[config.mk]
export PLATFORM = sky130hd
export DESIGN_NAME = apb4_reg_slave
export DESIGN_NICKNAME = d
export VERILOG_FILES = /design/src/rtl/apb4_reg_slave.sv
export SDC_FILE = /design/constraint.sdc
export NUM_CORES = 1
export LEC_CHECK = 0
export ABC_CLOCK_PERIOD_IN_PS = 28900
export CAP_MARGIN = 20
export CORE_ASPECT_RATIO = 1.75
export CORE_MARGIN = 2
export CORE_UTILIZATION = 55
export CTS_CLUSTER_SIZE = 28
export DETAILED_ROUTE_END_ITERATION = 6
export PLACE_DENSITY_LB_ADDON = 0.2
export SYNTH_ARGS = -nofsm -noshare
export SYNTH_HDL_FRONTEND = slang
export SYNTH_SLANG_ARGS = --single-unit
[constraint.sdc]
create_clock -name PCLK -period 28.9 [get_ports PCLK]
set_clock_uncertainty 0.15 [all_clocks]
set_input_delay 4.335 -clock PCLK [delete_from_list [all_inputs] [get_ports PCLK]]
set_output_delay 4.335 -clock PCLK [all_outputs]
set_load 0.01 [all_outputs]
[src/rtl/apb4_reg_slave.sv]
// apb4_reg_slave
// APB4 completer with a bank of byte-writable scratch registers, a saturating
// error counter and a read-only ID register. Each access phase is stretched
// by WAIT_STATES cycles. Illegal-access flags from the bridge, misaligned
// addresses, out-of-range indices and writes to ID become PSLVERROR.
//
// Register map (word index = PADDR[ADDR_W-1:2]):
//   0 .. NUM_REGS-1 : scratch RW, reset 0, byte strobed
//   NUM_REGS        : ERR_CNT (bits 15:0), any legal write clears it
//   NUM_REGS+1      : ID (read-only, ID_VALUE)
//
// Ports:
//   PCLK, PRESET              clock, asynchronous active-high reset
//   PSEL, PENABLE, PWRITE     APB control
//   PADDR[ADDR_W-1:0]         byte offset within peripheral window
//   PWDATA[31:0], PSTRB[3:0]  write data and byte strobes
//   ilac_sec/cid/priv         illegal-access flags, captured in setup
//   PRDATA[31:0]              read data, nonzero only with PREADY
//   PREADY, PSLVERROR         transfer complete / error response
//   irq                       error interrupt
//
// Optional feature: define APB_SLV_IRQ_EN for a registered irq that is high
// while ERR_CNT is nonzero; otherwise irq is tied low.
module apb4_reg_slave #(
   parameter int          NUM_REGS    = 8,
   parameter int          WAIT_STATES = 1,
   parameter int          ADDR_W      = 12,
   parameter logic [31:0] ID_VALUE    = 32'hA5B4_0001
) (
   input  logic              PCLK,
   input  logic              PRESET,
   input  logic              PSEL,
   input  logic              PENABLE,
   input  logic              PWRITE,
   input  logic [ADDR_W-1:0] PADDR,
   input  logic [31:0]       PWDATA,
   input  logic [3:0]        PSTRB,
   input  logic              ilac_sec,
   input  logic              ilac_cid,
   input  logic              ilac_priv,
   output logic [31:0]       PRDATA,
   output logic              PREADY,
   output logic              PSLVERROR,
   output logic              irq
);

   typedef enum logic {IDLE, ACCESS} state_t;

   localparam logic [3:0]        WS      = 4'(WAIT_STATES);
   localparam logic [ADDR_W-3:0] IDX_ERR = (ADDR_W-2)'(NUM_REGS);
   localparam logic [ADDR_W-3:0] IDX_ID  = (ADDR_W-2)'(NUM_REGS + 1);

   state_t            state_q, state_d;
   logic [3:0]        cnt_q, cnt_d;
   logic [ADDR_W-1:0] addr_q, addr_d;
   logic              write_q, write_d;
   logic              ilac_q, ilac_d;
   logic [31:0]       regs_q [NUM_REGS];
   logic [31:0]       regs_d [NUM_REGS];
   logic [15:0]       err_cnt_q, err_cnt_d;

   logic [ADDR_W-3:0] idx;
   logic              err;
   logic              pready;
   logic              complete;
   logic [31:0]       rd_mux;

   // Decode of the captured transfer
   always_comb begin
      idx      = addr_q[ADDR_W-1:2];
      err      = (addr_q[1:0] != 2'b00) || (idx > IDX_ID) ||
                 (write_q && (idx == IDX_ID)) || ilac_q;
      pready   = (state_q == ACCESS) && PENABLE && (cnt_q == 4'd0);
      complete = pready && PSEL;
      rd_mux   = 32'h0;
      if (idx == IDX_ERR) rd_mux = {16'h0, err_cnt_q};
      if (idx == IDX_ID)  rd_mux = ID_VALUE;
      for (int i = 0; i < NUM_REGS; i++) begin
         if (idx == (ADDR_W-2)'(i)) rd_mux = regs_q[i];
      end
   end

   assign PREADY    = pready;
   assign PSLVERROR = pready && err;
   assign PRDATA    = (pready && !write_q && !err) ? rd_mux : 32'h0;

   // Next-state: FSM, wait counter, register writes, error counter
   always_comb begin
      state_d   = state_q;
      cnt_d     = cnt_q;
      addr_d    = addr_q;
      write_d   = write_q;
      ilac_d    = ilac_q;
      regs_d    = regs_q;
      err_cnt_d = err_cnt_q;
      case (state_q)
         IDLE: begin
            if (PSEL && !PENABLE) begin
               state_d = ACCESS;
               cnt_d   = WS;
               addr_d  = PADDR;
               write_d = PWRITE;
               ilac_d  = ilac_sec | ilac_cid | ilac_priv;
            end
         end
         ACCESS: begin
            // Dropping PSEL mid-access abandons the transfer with no side effects
            if (!PSEL || complete) state_d = IDLE;
            else if (cnt_q != 4'd0) cnt_d = cnt_q - 4'd1;
         end
         default: state_d = IDLE;
      endcase
      // An erroring transfer only counts; it never writes, even to ERR_CNT
      if (complete && err) begin
         if (err_cnt_q != 16'hFFFF) err_cnt_d = err_cnt_q + 16'd1;
      end else if (complete && write_q) begin
         if (idx == IDX_ERR) err_cnt_d = 16'h0;
         for (int i = 0; i < NUM_REGS; i++) begin
            if (idx == (ADDR_W-2)'(i)) begin
               for (int k = 0; k < 4; k++) begin
                  if (PSTRB[k]) regs_d[i][8*k +: 8] = PWDATA[8*k +: 8];
               end
            end
         end
      end
   end

   always_ff @(posedge PCLK or posedge PRESET) begin
      if (PRESET) begin
         state_q   <= IDLE;
         cnt_q     <= 4'd0;
         addr_q    <= '0;
         write_q   <= 1'b0;
         ilac_q    <= 1'b0;
         err_cnt_q <= 16'h0;
         for (int i = 0; i < NUM_REGS; i++) regs_q[i] <= 32'h0;
      end else begin
         state_q   <= state_d;
         cnt_q     <= cnt_d;
         addr_q    <= addr_d;
         write_q   <= write_d;
         ilac_q    <= ilac_d;
         err_cnt_q <= err_cnt_d;
         regs_q    <= regs_d;
      end
   end

`ifdef APB_SLV_IRQ_EN
   logic irq_q, irq_d;

   // Follows ERR_CNT one cycle late
   always_comb irq_d = (err_cnt_q != 16'h0);

   always_ff @(posedge PCLK or posedge PRESET) begin
      if (PRESET) irq_q <= 1'b0;
      else        irq_q <= irq_d;
   end

   assign irq = irq_q;
`else
   assign irq = 1'b0;
`endif

endmodule

Word level (Yosys, flattened, before mapping)
Cells that the tools add are included.
Cells by class
  add/sub/neg operators: 2
  order comparisons: 1
  equal/unequal tests: 14
  mux-type cells: 22
  bitwise operators: 4
  reduce and logical (&&, ||, !) cells: 59
Operator list (count)
  32-bit two-way mux: 10
  4-bit AND reduction: 32
  16-bit two-way mux: 5
  10-bit by 3-bit equality test with 1-bit output, second input constant: 4
  10-bit by 2-bit equality test with 1-bit output, second input constant: 2
  10-bit by 4-bit equality test with 1-bit output, second input constant: 2
  16-bit by 1-bit adder with 16-bit output, second input constant: 1
  16-bit != test, second input constant: 1
  4-bit two-way mux: 3
  10-bit by 1-bit equality test with 1-bit output, second input constant: 1
  10-bit by 4-bit > comparator with 1-bit output, second input constant: 1
  1-bit logical AND: 10
  10-bit zero test: 1
  4-bit case mux with 2 select lines: 1
  3-bit AND reduction: 2
  2-bit nonzero test: 3
  1-bit zero test: 4
  4-bit zero test: 1
  1-bit logical OR: 4
  2-bit by 1-bit != test with 1-bit output, second input constant: 2
  2-bit != test, second input constant: 2
  4-bit nonzero test: 1
  4-bit by 1-bit subtractor with 4-bit output, second input constant: 1
  1-bit two-way mux: 2
  other kinds (4): 6
Storage, ports and cells
  register bits: 291
  input port bits: 56
  output and inout bits: 35
  word-level logic and storage cells: 140

Logic depth before layout (Yosys ltp)
Gate-level depths: netlist of run 1.
  depth in word-level cells: 12
  depth in mapped cells: 9
  gate-level depth less buffers: 8

Worst setup path after synthesis of run 1
No wires, ideal clock.
  path type: in2out
  start: input port PENABLE
  end: output port PRDATA[14]
  arrival time: 5.285 ns
  data required time: 24.415 ns
  slack: 19.130 ns
  stages: 6
  buffers on the path: 2
  cells stage by stage: nand3_1 nor2_1 and2_0 clkbuf_1 buf_2 o221a_1
On the way
  word-level cells in the longest chain between the ends: 5
RTL lines
  start, declared: RTL line 33  | input logic PENABLE,
  1-bit logical AND (2 in a row): RTL line 73  | pready = (state_q == ACCESS) && PENABLE && (cnt_q == 4'd0);
  1-bit logical AND (2 in a row): RTL line 85  | assign PRDATA = (pready && !write_q && !err) ? rd_mux : 32'h0;
  32-bit two-way mux: RTL line 85
  end, declared: RTL line 41  | output logic [31:0] PRDATA,
No other way between the ends.

Final worst setup path of run 1
  start: input port PENABLE
  end: output port PRDATA[0]
Same word-level chain as after synthesis.

==> impl_metrics.ini, run 1 <==
[status]
outcome = finished, final reports clean

[layout]
drive_above_1_share_pct = 31.7
final_cell_count_no_fill = 1575
antenna_cells = 0
fillCellCount = 1957
stdcell_area_um2 = 16100
nNetsFinal = 1297
area_growth_pct = 15.1

[synth]
synth_edf_count = 0
yosysMostFrequentCell = dfrtp_1
ys_seq_area_share_pct = 51.9
synth.area.top_cells = dfrtp_1 52%, mux2_2 22%, a21oi_1 2.9%
ys_ff_latch = 291
synth_nets = 1222
async_flop_share_pct = 100
synth_common_cells = 291 x dfrtp_1, 276 x mux2_2, 81 x a21oi_1
netlist_instances = 1164
yosysWarnings = 0
ys.flop_type = dfrtp_1
syn-cell-area_um2 = 14000
syn_avg_cell_area_um2 = 12.0
synth_top_cell_by_area = dfrtp_1
yosys.area.top_type_share_pct = 51.9
ys_types = 60

[global_routing]
grt_overflow = 0
track_usage_pct = 27.3
grt_pass1_wl_um = 57500
antenna_found_initial = 0
grt_max_degree = 148
first_global_vias = 10100

[clock_network]
clock_latency_ns = 0.56
cts_buffers = 27
hold_buffers = 0
htree_levels = 1
cts_tree = built
clkSinkCount = 291
cts_max_path_buffers = 3
cts_root_buffer = clkbuf_16
post_cts_buffers = 0
cts-resized-gates = 0
path_clk_slew_ns = 0.06

[floorplan]
initial_core_util_pct = 55.8
rows = 77
core-area_um2 = 25100
ios = 91
die_h_um = 215
die-area_um2 = 26800
dieWidth_um = 125

[worst_setup_path]
start_kind = input pin
end_kind = primary output
crit_arrival_ns = 7.02
crit_family = buffers and inverters
critPathMaxFanout = 16
crit_path_top_delay_cell = clkdlybuf4s50_1
cp_common_cell = clkdlybuf4s50_1
path_buf_inv = 2
crit_path_max_incr_delay_ns = 0.63
crit_type = in -> out
required_ns = 24.42
path_cells = clkdlybuf4s50_1 -> nand3_1 -> nor2_1 -> nand2_1 -> a221oi_1 -> clkdlybuf4s50_1

[timing]
fin_tns_setup_ns = 0
drv_slew = 0
period_minus_slack_ns = 11.50
worstMarginPinSlew_ns = 1.10
grt_setup_unrepaired = false
min_period_over_period_pct = 39.8
finalSetupViolations = 0
max-slew-margin-rel_pct = 26.2
hold_violations = 0
timing.fmax_mhz = 86.9

[drt]
routed_wl_um = 36600
drt-met1-wl_um = 14200
via_count = 9975
via_per_inst = 6.33
routed-wl-met2_um = 19700
wl_met3_um = 1440
post_drt_wl_per_cell_um = 23.2
drtIter0Drc = 650
drc = 0
ant_nets = 0
drt_first_pass_iters = 5
top_layer_used = met4

[placement]
place_hpwl_um = 23800
io_buffers = 89
placed_area_um2 = 15200
gp_congestion = 0.845
dp_cells = 1524

[power]
pwr_density_cell_nw_per_um2 = 57.2
max-vdd-ir-drop_mv = 0.0499
p_leak_uw = 0.00751

[job]
maxCapViolCount = 0

[worst_hold_path]
hold_class = reg -> reg
worst paths after layout:
kind,slack (ns),start,end,cells after the start
min in group asynchronous,4.07,PRESET,ilac_q$_DFFE_PP0P_,2
max in group asynchronous,22.61,PRESET,regs_q[12]$_DFFE_PP0P_,5
worst max-delay path,17.40,PENABLE,PRDATA[0],6
worst min-delay path,0.34,regs_q[38]$_DFFE_PP0P_,regs_q[38]$_DFFE_PP0P_,1
worst max register to register,24.99,addr_q[6]$_DFFE_PP0P_,regs_q[10]$_DFFE_PP0P_,6
worst min register to register,0.34,regs_q[38]$_DFFE_PP0P_,regs_q[38]$_DFFE_PP0P_,1
state kept, by name, summed over array words and instances (netlist names):
name       cells
regs_q       256
err_cnt_q     16
addr_q        12
cnt_q          4
ilac_q         1
state_q        1
write_q        1
report_power, final:
part	leakage [µW]	switching (µW)	total, µW	internal, µW
clock	0.000447	158	370	213
sequential	0.00402	17.1	433	416
combinational	0.00304	78.0	120	42.2
through the flow:
stage	hold WS, ns	power (µW)	setup slack (ns)	util [%]
after global placement	0.318	556	17.40	60.3
after floorplan	0.309	514	16.38	-
final	0.338	924	17.40	64.2
after CTS	0.345	928	17.38	64.0
after global routing	0.353	955	17.31	64.2
after detailed placement	0.331	559	17.38	60.3
layer usage:
metal,vias up,GRT usage (%)
li1,4425,-
met1,5184,32.7
met2,289,50.3
met3,77,2.91
met4,0,10.5
met5,-,0
layout by cell type (no fill, tap or decap), types with 5 or more instances in the layout:
cell type,count
dfrtp_1,289
mux2_2,276
clkdlybuf4s50_1,89
a21oi_1,81
nor2_1,60
nand2_1,41
o21ai_0,37
o22ai_1,37
nand2_2,32
clkbuf_16,27
mux2i_1,25
inv_1,23
nor3_1,21
nand3_1,18
nor2b_1,13
buf_4,13
o221a_2,11
xor2_1,10
mux2_1,10
a22oi_1,10
nand4_1,8
and3_1,8
a211oi_1,7
o221ai_1,7
nand2b_1,6
clkbuf_1,6
a31oi_1,5
a221oi_1,5
mux4_2,5
o22a_1,5
clkbuf_8,5
area by class of cell:
type	count	area [µm²]	area share [%]
multi-input combinational	791	6400	39.7
sequential	291	7290	45.2
clock inverter	11	144	0.891
timing repair buffer	104	1040	6.47
inverter	24	97.6	0.605
tap	316	395	2.45
clock buffer	38	767	4.75
worst reg2reg max path: cells and delay by family, from the launching register on:
kind	cells	cell delay, ns
AND/OR/NAND/NOR	5	2.84
flip-flops	1	0.40
multiplexers	1	0.39
cells by family after synthesis:
logic type | share of synthesized area (%)
multiplexers | 25.6
AO/OA/AOI/OAI | 10.4
adder cells (fa/ha/maj) | 0.178
buffers and inverters | 2.44
flip-flops | 51.9
other | 0.0267
AND/OR/NAND/NOR | 8.73
XOR/XNOR | 0.749
No activity file was read; power rests on OpenSTA's default activity.
==> inputs of run 2 (changes only) <==
ABC_CLOCK_PERIOD_IN_PS = 11150   (was 28900)
clock period = 11.15 ns   (was 28.9 ns; I/O delays follow)
==> impl_metrics.ini, run 2 (synthesis results as in run 1) <==
[status]
outcome = finished, final reports clean

[layout]
largest_reg_flops = 256
layout_common_cells = 289 x dfrtp_1, 276 x mux2_2, 89 x clkdlybuf4s50_1
area_growth_pct = 14.2
drive_above_1_share_pct = 31.4
layout_commonest_cell = dfrtp_1
top_regs = regs_q: 256 flops, err_cnt_q: 16 flops, addr_q: 12 flops
stdcell_area_um2 = 16000
antenna_cells = 0
top_register = regs_q
nNetsFinal = 1293
final_cell_count_no_fill = 1571

[drt]
drtIter0Drc = 745
drt_first_pass_iters = 5
via_per_inst = 6.29
ant_nets = 0
drc = 0
post_drt_wl_per_cell_um = 22.9
routed_wl_um = 36000
via_count = 9877

[worst_hold_path]
hold_class = reg -> reg
hold_start = regs_q[99]$_DFFE_PP0P_

[clock_network]
cts_tree = built
clkSinkCount = 291
cts-resized-gates = 0
cts_max_path_buffers = 3
cts_root_buffer = clkbuf_16
hold_buffers = 0
post_cts_buffers = 0
cts_buffers = 27
htree_levels = 1
path_clk_slew_ns = 0.07
clock_latency_ns = 0.55

[worst_setup_path]
crit_start = addr_q[5]$_DFFE_PP0P_
required_ns = 9.33
r2r-start = addr_q[2]$_DFFE_PP0P_
crit_arrival_ns = 4.59
start_kind = register
critPathMaxFanout = 22
crit_type = reg -> out
end_kind = primary output

[floorplan]
rows = 77
initial_core_util_pct = 55.8
die_h_um = 215
die-area_um2 = 26800
ios = 91
dieWidth_um = 125
core-area_um2 = 25100

[timing]
hold_violations = 0
timing.fmax_mhz = 156
min_period_over_period_pct = 57.5
max-slew-margin-rel_pct = 23.1
worstMarginPinSlew_ns = 1.15
finalSetupViolations = 0
drv_slew = 0
grt_setup_unrepaired = false
period_minus_slack_ns = 6.41
fin_tns_setup_ns = 0

[global_routing]
antenna_found_initial = 0
busiest_layer = met2
grtUsageMet2_pct = 48.9
grt_pass1_wl_um = 56100
grtUsageMet1_pct = 31.4
first_global_vias = 10100
track_usage_pct = 26.5
grt_overflow = 0
grt_max_degree = 166
grt_use_met3_pct = 2.64

[power]
clkPwrFrac_pct = 38.5
switchingPower_uw = 642
seq_power_share_pct = 49.1
p_comb_share_pct = 12.4
total_power_uw = 2330
p_leak_uw = 0.00746
max-vdd-ir-drop_mv = 0.108
pwr_density_cell_nw_per_um2 = 145
swShare_pct = 27.6
internal-power_uw = 1680

[job]
maxCapViolCount = 0

[placement]
placed_area_um2 = 15200
dp_cells = 1522
io_buffers = 89
place_hpwl_um = 23700
gp_congestion = 0.850
[run 2: cell count changes in the layout (fill, tap and decap cells not counted), sizes merged]
cell	before	now
inv	26	24
buf	15	11
clkinv	5	6
bufinv	3	0
clkbuf	38	42
[run 2: layer usage]
| metal | wire length [µm] | vias up |
|---|---|---|
| met1 | 13700 | 5100 |
| li1 | - | 4402 |
| met3 | 1470 | 94 |
| met2 | 19400 | 281 |
| met5 | 0 | - |
| met4 | 1450 | 0 |
[run 2: worst paths after layout]
| check | to | slack [ns] | cells after the start |
|---|---|---|---|
| min in group asynchronous | regs_q[93]$_DFFE_PP0P_ | 1.51 | 2 |
| worst min-delay path | regs_q[99]$_DFFE_PP0P_ | 0.34 | 1 |
| worst min register to register | regs_q[99]$_DFFE_PP0P_ | 0.34 | 1 |
| worst max register to register | regs_q[0]$_DFFE_PP0P_ | 7.30 | 5 |
| worst max-delay path | PRDATA[3] | 4.74 | 7 |
| max in group asynchronous | regs_q[139]$_DFFE_PP0P_ | 7.89 | 3 |
[run 2: power by group through the flow]
stage | Sequential (µW) | Combinational, µW | Clock (µW)
4_1_cts | 1140 | 287 | 916
5_1_grt | 1150 | 314 | 949
6_report | 1140 | 288 | 897
2_1_floorplan | 1110 | 219 | 0
3_3_place_gp | 1160 | 280 | 0
3_5_place_dp | 1160 | 285 | 0
[run 2: cell type report]
type                       count  area (µm²)
tap                          316         395
clock inverter                 7        37.5
clock buffer                  42         812
inverter                      24        97.6
multi-input combinational    791        6400
sequential                   291        7290
fill                        1962        9120
timing repair buffer         100         986
[run 2: worst max-delay path, stage by stage, from the launching register on]
cell and delay [ns]:
dfrtp_1 0.69, inv_1 0.40, nand2_1 0.34, nor2_1 0.60, buf_4 0.28, nand3_1 0.64
o221a_2 0.58, clkdlybuf4s50_1 0.49
[run 2: through the flow]
step	hold WS [ns]	setup WS [ns]	util [%]
CTS	0.346	4.79	63.7
global route	0.357	4.56	63.7
floorplan	0.309	1.29	-
finish	0.343	4.74	63.7
detailed placement	0.331	5.04	60.3
global placement	0.318	5.03	60.3
==> inputs of run 3 (changes only) <==
ABC_CLOCK_PERIOD_IN_PS = 5100   (was 11150)
CORE_UTILIZATION = 54   (was 55)
clock period = 5.1 ns   (was 11.15 ns; I/O delays follow)
==> impl_metrics.ini, run 3 (synthesis results as in run 1) <==
[worst_setup_path]
critPathMaxFanout = 14
crit_cells = 7
start_kind = register
crit_path_max_incr_delay_ns = 0.60
end_kind = primary output
crit_family = simple AND/OR/NAND/NOR gates
rr_endpoint = regs_q[65]$_DFFE_PP0P_
crit_arrival_ns = 3.72
crit_start = addr_q[6]$_DFFE_PP0P_
rrSetupSlack_ns = 1.67
endpoint = PRDATA[13]
path_buf_inv = 1
r2r-start = addr_q[6]$_DFFE_PP0P_
crit_path_top_delay_cell = or4_4
r2r_cells = 6
crit_type = reg -> out
required_ns = 4.18
path_cells = or4_4 -> or3_4 -> nor3_4 -> nand2_1 -> a21oi_1 -> o221a_2 -> clkdlybuf4s50_1

[global_routing]
grt_overflow = 0
antenna_found_initial = 0
grt_max_degree = 116
track_usage_pct = 27.5
first_global_vias = 10300
grt_pass1_wl_um = 58500

[floorplan]
die_h_um = 217
rows = 78
dieWidth_um = 126
initial_core_util_pct = 54.4
ios = 91
core-area_um2 = 25800
die-area_um2 = 27300

[clock_network]
cts_tree = built
cts_buffers = 27
clkSinkCount = 291
htree_levels = 1
cts_root_buffer = clkbuf_16
post_cts_buffers = 0
clock_latency_ns = 0.55
hold_buffers = 0
cts_max_path_buffers = 3
path_clk_slew_ns = 0.07
cts-resized-gates = 0

[timing]
finalSetupViolations = 0
min_period_over_period_pct = 90.9
whs_ns = 0.346
hold_violations = 0
timing.fmax_mhz = 216
fin_tns_setup_ns = 0
drv_slew = 0
grt_setup_unrepaired = false
worstMarginPinSlew_ns = 0.982
period_minus_slack_ns = 4.63
max-slew-margin-rel_pct = 34.2

[placement]
place_hpwl_um = 25000
io_buffers = 89
placed_area_um2 = 15300
dp_cells = 1540
gp_congestion = 0.881

[power]
p_leak_uw = 0.00756
max-vdd-ir-drop_mv = 0.290
swShare_pct = 27.3
clkPwrFrac_pct = 39.8
p_comb_share_pct = 13.1
internal-power_uw = 3790
switchingPower_uw = 1430
seq_power_share_pct = 47.1
pwr_density_cell_nw_per_um2 = 322

[drt]
via_per_inst = 6.29
routed_wl_um = 37400
via_count = 10000
drc = 3
ant_nets = 0
post_drt_wl_per_cell_um = 23.6
drt_first_pass_iters = 7
drtIter0Drc = 665

[worst_hold_path]
holdPathStages = 1
hold_class = reg -> reg

[layout]
layout_commonest_cell = dfrtp_1
final_cell_count_no_fill = 1589
nNetsFinal = 1307
largest_reg_flops = 256
utilization_pct = 62.9
layout_common_cells = 289 x dfrtp_1, 276 x mux2_2, 89 x clkdlybuf4s50_1
fillCellCount = 2071
stdcell_area_um2 = 16200
top_register = regs_q
drive_above_1_share_pct = 32.4
top_regs = regs_q: 256 flops, err_cnt_q: 16 flops, addr_q: 12 flops
area_growth_pct = 15.6
antenna_cells = 0

[status]
violations = DRC
outcome = complete, but fails checks

[job]
maxCapViolCount = 0
==> run 3: cell types whose count changed in the layout (fill, tap and decap cells not counted), sizes merged <==
cell	previous run	this run
buf	11	25
clkbuf	42	39
bufinv	0	2
clkinv	6	7
clkinvlp	1	2
inv	24	23
==> run 3: final cells by class <==
class / count / area, µm² / share of cell area, %
clock inverter: 10 / 106 / 0.656
timing repair buffer: 114 / 1120 / 6.88
inverter: 24 / 93.8 / 0.579
multi-input combinational: 791 / 6400 / 39.5
clock buffer: 39 / 801 / 4.94
tap: 320 / 400 / 2.47
sequential: 291 / 7290 / 45.0
==> run 3: stage by stage <==
stage / setup WS, ns / total power [µW]
after floorplan: 0.324 / 2910
after global placement: 1.00 / 3170
after detailed placement: 0.982 / 3180
after CTS: 0.402 / 5250
after global routing: 0.312 / 5410
final: 0.466 / 5220
==> run 3: power by group through the flow <==
| stage | registers, µW | clock network (µW) | logic, µW |
|---|---|---|---|
| floorplan | 2430 | 0 | 479 |
| global placement | 2500 | 0 | 670 |
| detailed placement | 2500 | 0 | 682 |
| CTS | 2460 | 2100 | 685 |
| global route | 2470 | 2200 | 748 |
| finish | 2460 | 2080 | 683 |
==> run 3: per-layer routing <==
layer | vias up | routed length, µm | global-route usage (%)
li1 | 4451 | - | -
met1 | 5151 | 14300 | 32.6
met2 | 284 | 19800 | 49.7
met3 | 115 | 1580 | 3.37
met4 | 0 | 1760 | 12.6
met5 | - | 0 | 0
==> run 3: worst reg2reg max path, cell delays in order (launching register included) <==
cell	delay, ns
dfrtp_1	0.39
or4_4	0.60
nor2_4	0.33
nand3_4	0.48
nor2_1	0.64
nand2_2	0.36
mux2_2	0.37
==> run 3: how the worst min path moves through the flow <==
stage	start	end	slack (ns)
CTS	regs_q[99]$_DFFE_PP0P_	regs_q[99]$_DFFE_PP0P_	0.35
finish	regs_q[35]$_DFFE_PP0P_	regs_q[35]$_DFFE_PP0P_	0.35
detailed placement	regs_q[99]$_DFFE_PP0P_	regs_q[99]$_DFFE_PP0P_	0.33
floorplan	regs_q[34]$_DFFE_PP0P_	regs_q[34]$_DFFE_PP0P_	0.31
global placement	regs_q[38]$_DFFE_PP0P_	regs_q[38]$_DFFE_PP0P_	0.32
global route	regs_q[99]$_DFFE_PP0P_	regs_q[99]$_DFFE_PP0P_	0.35
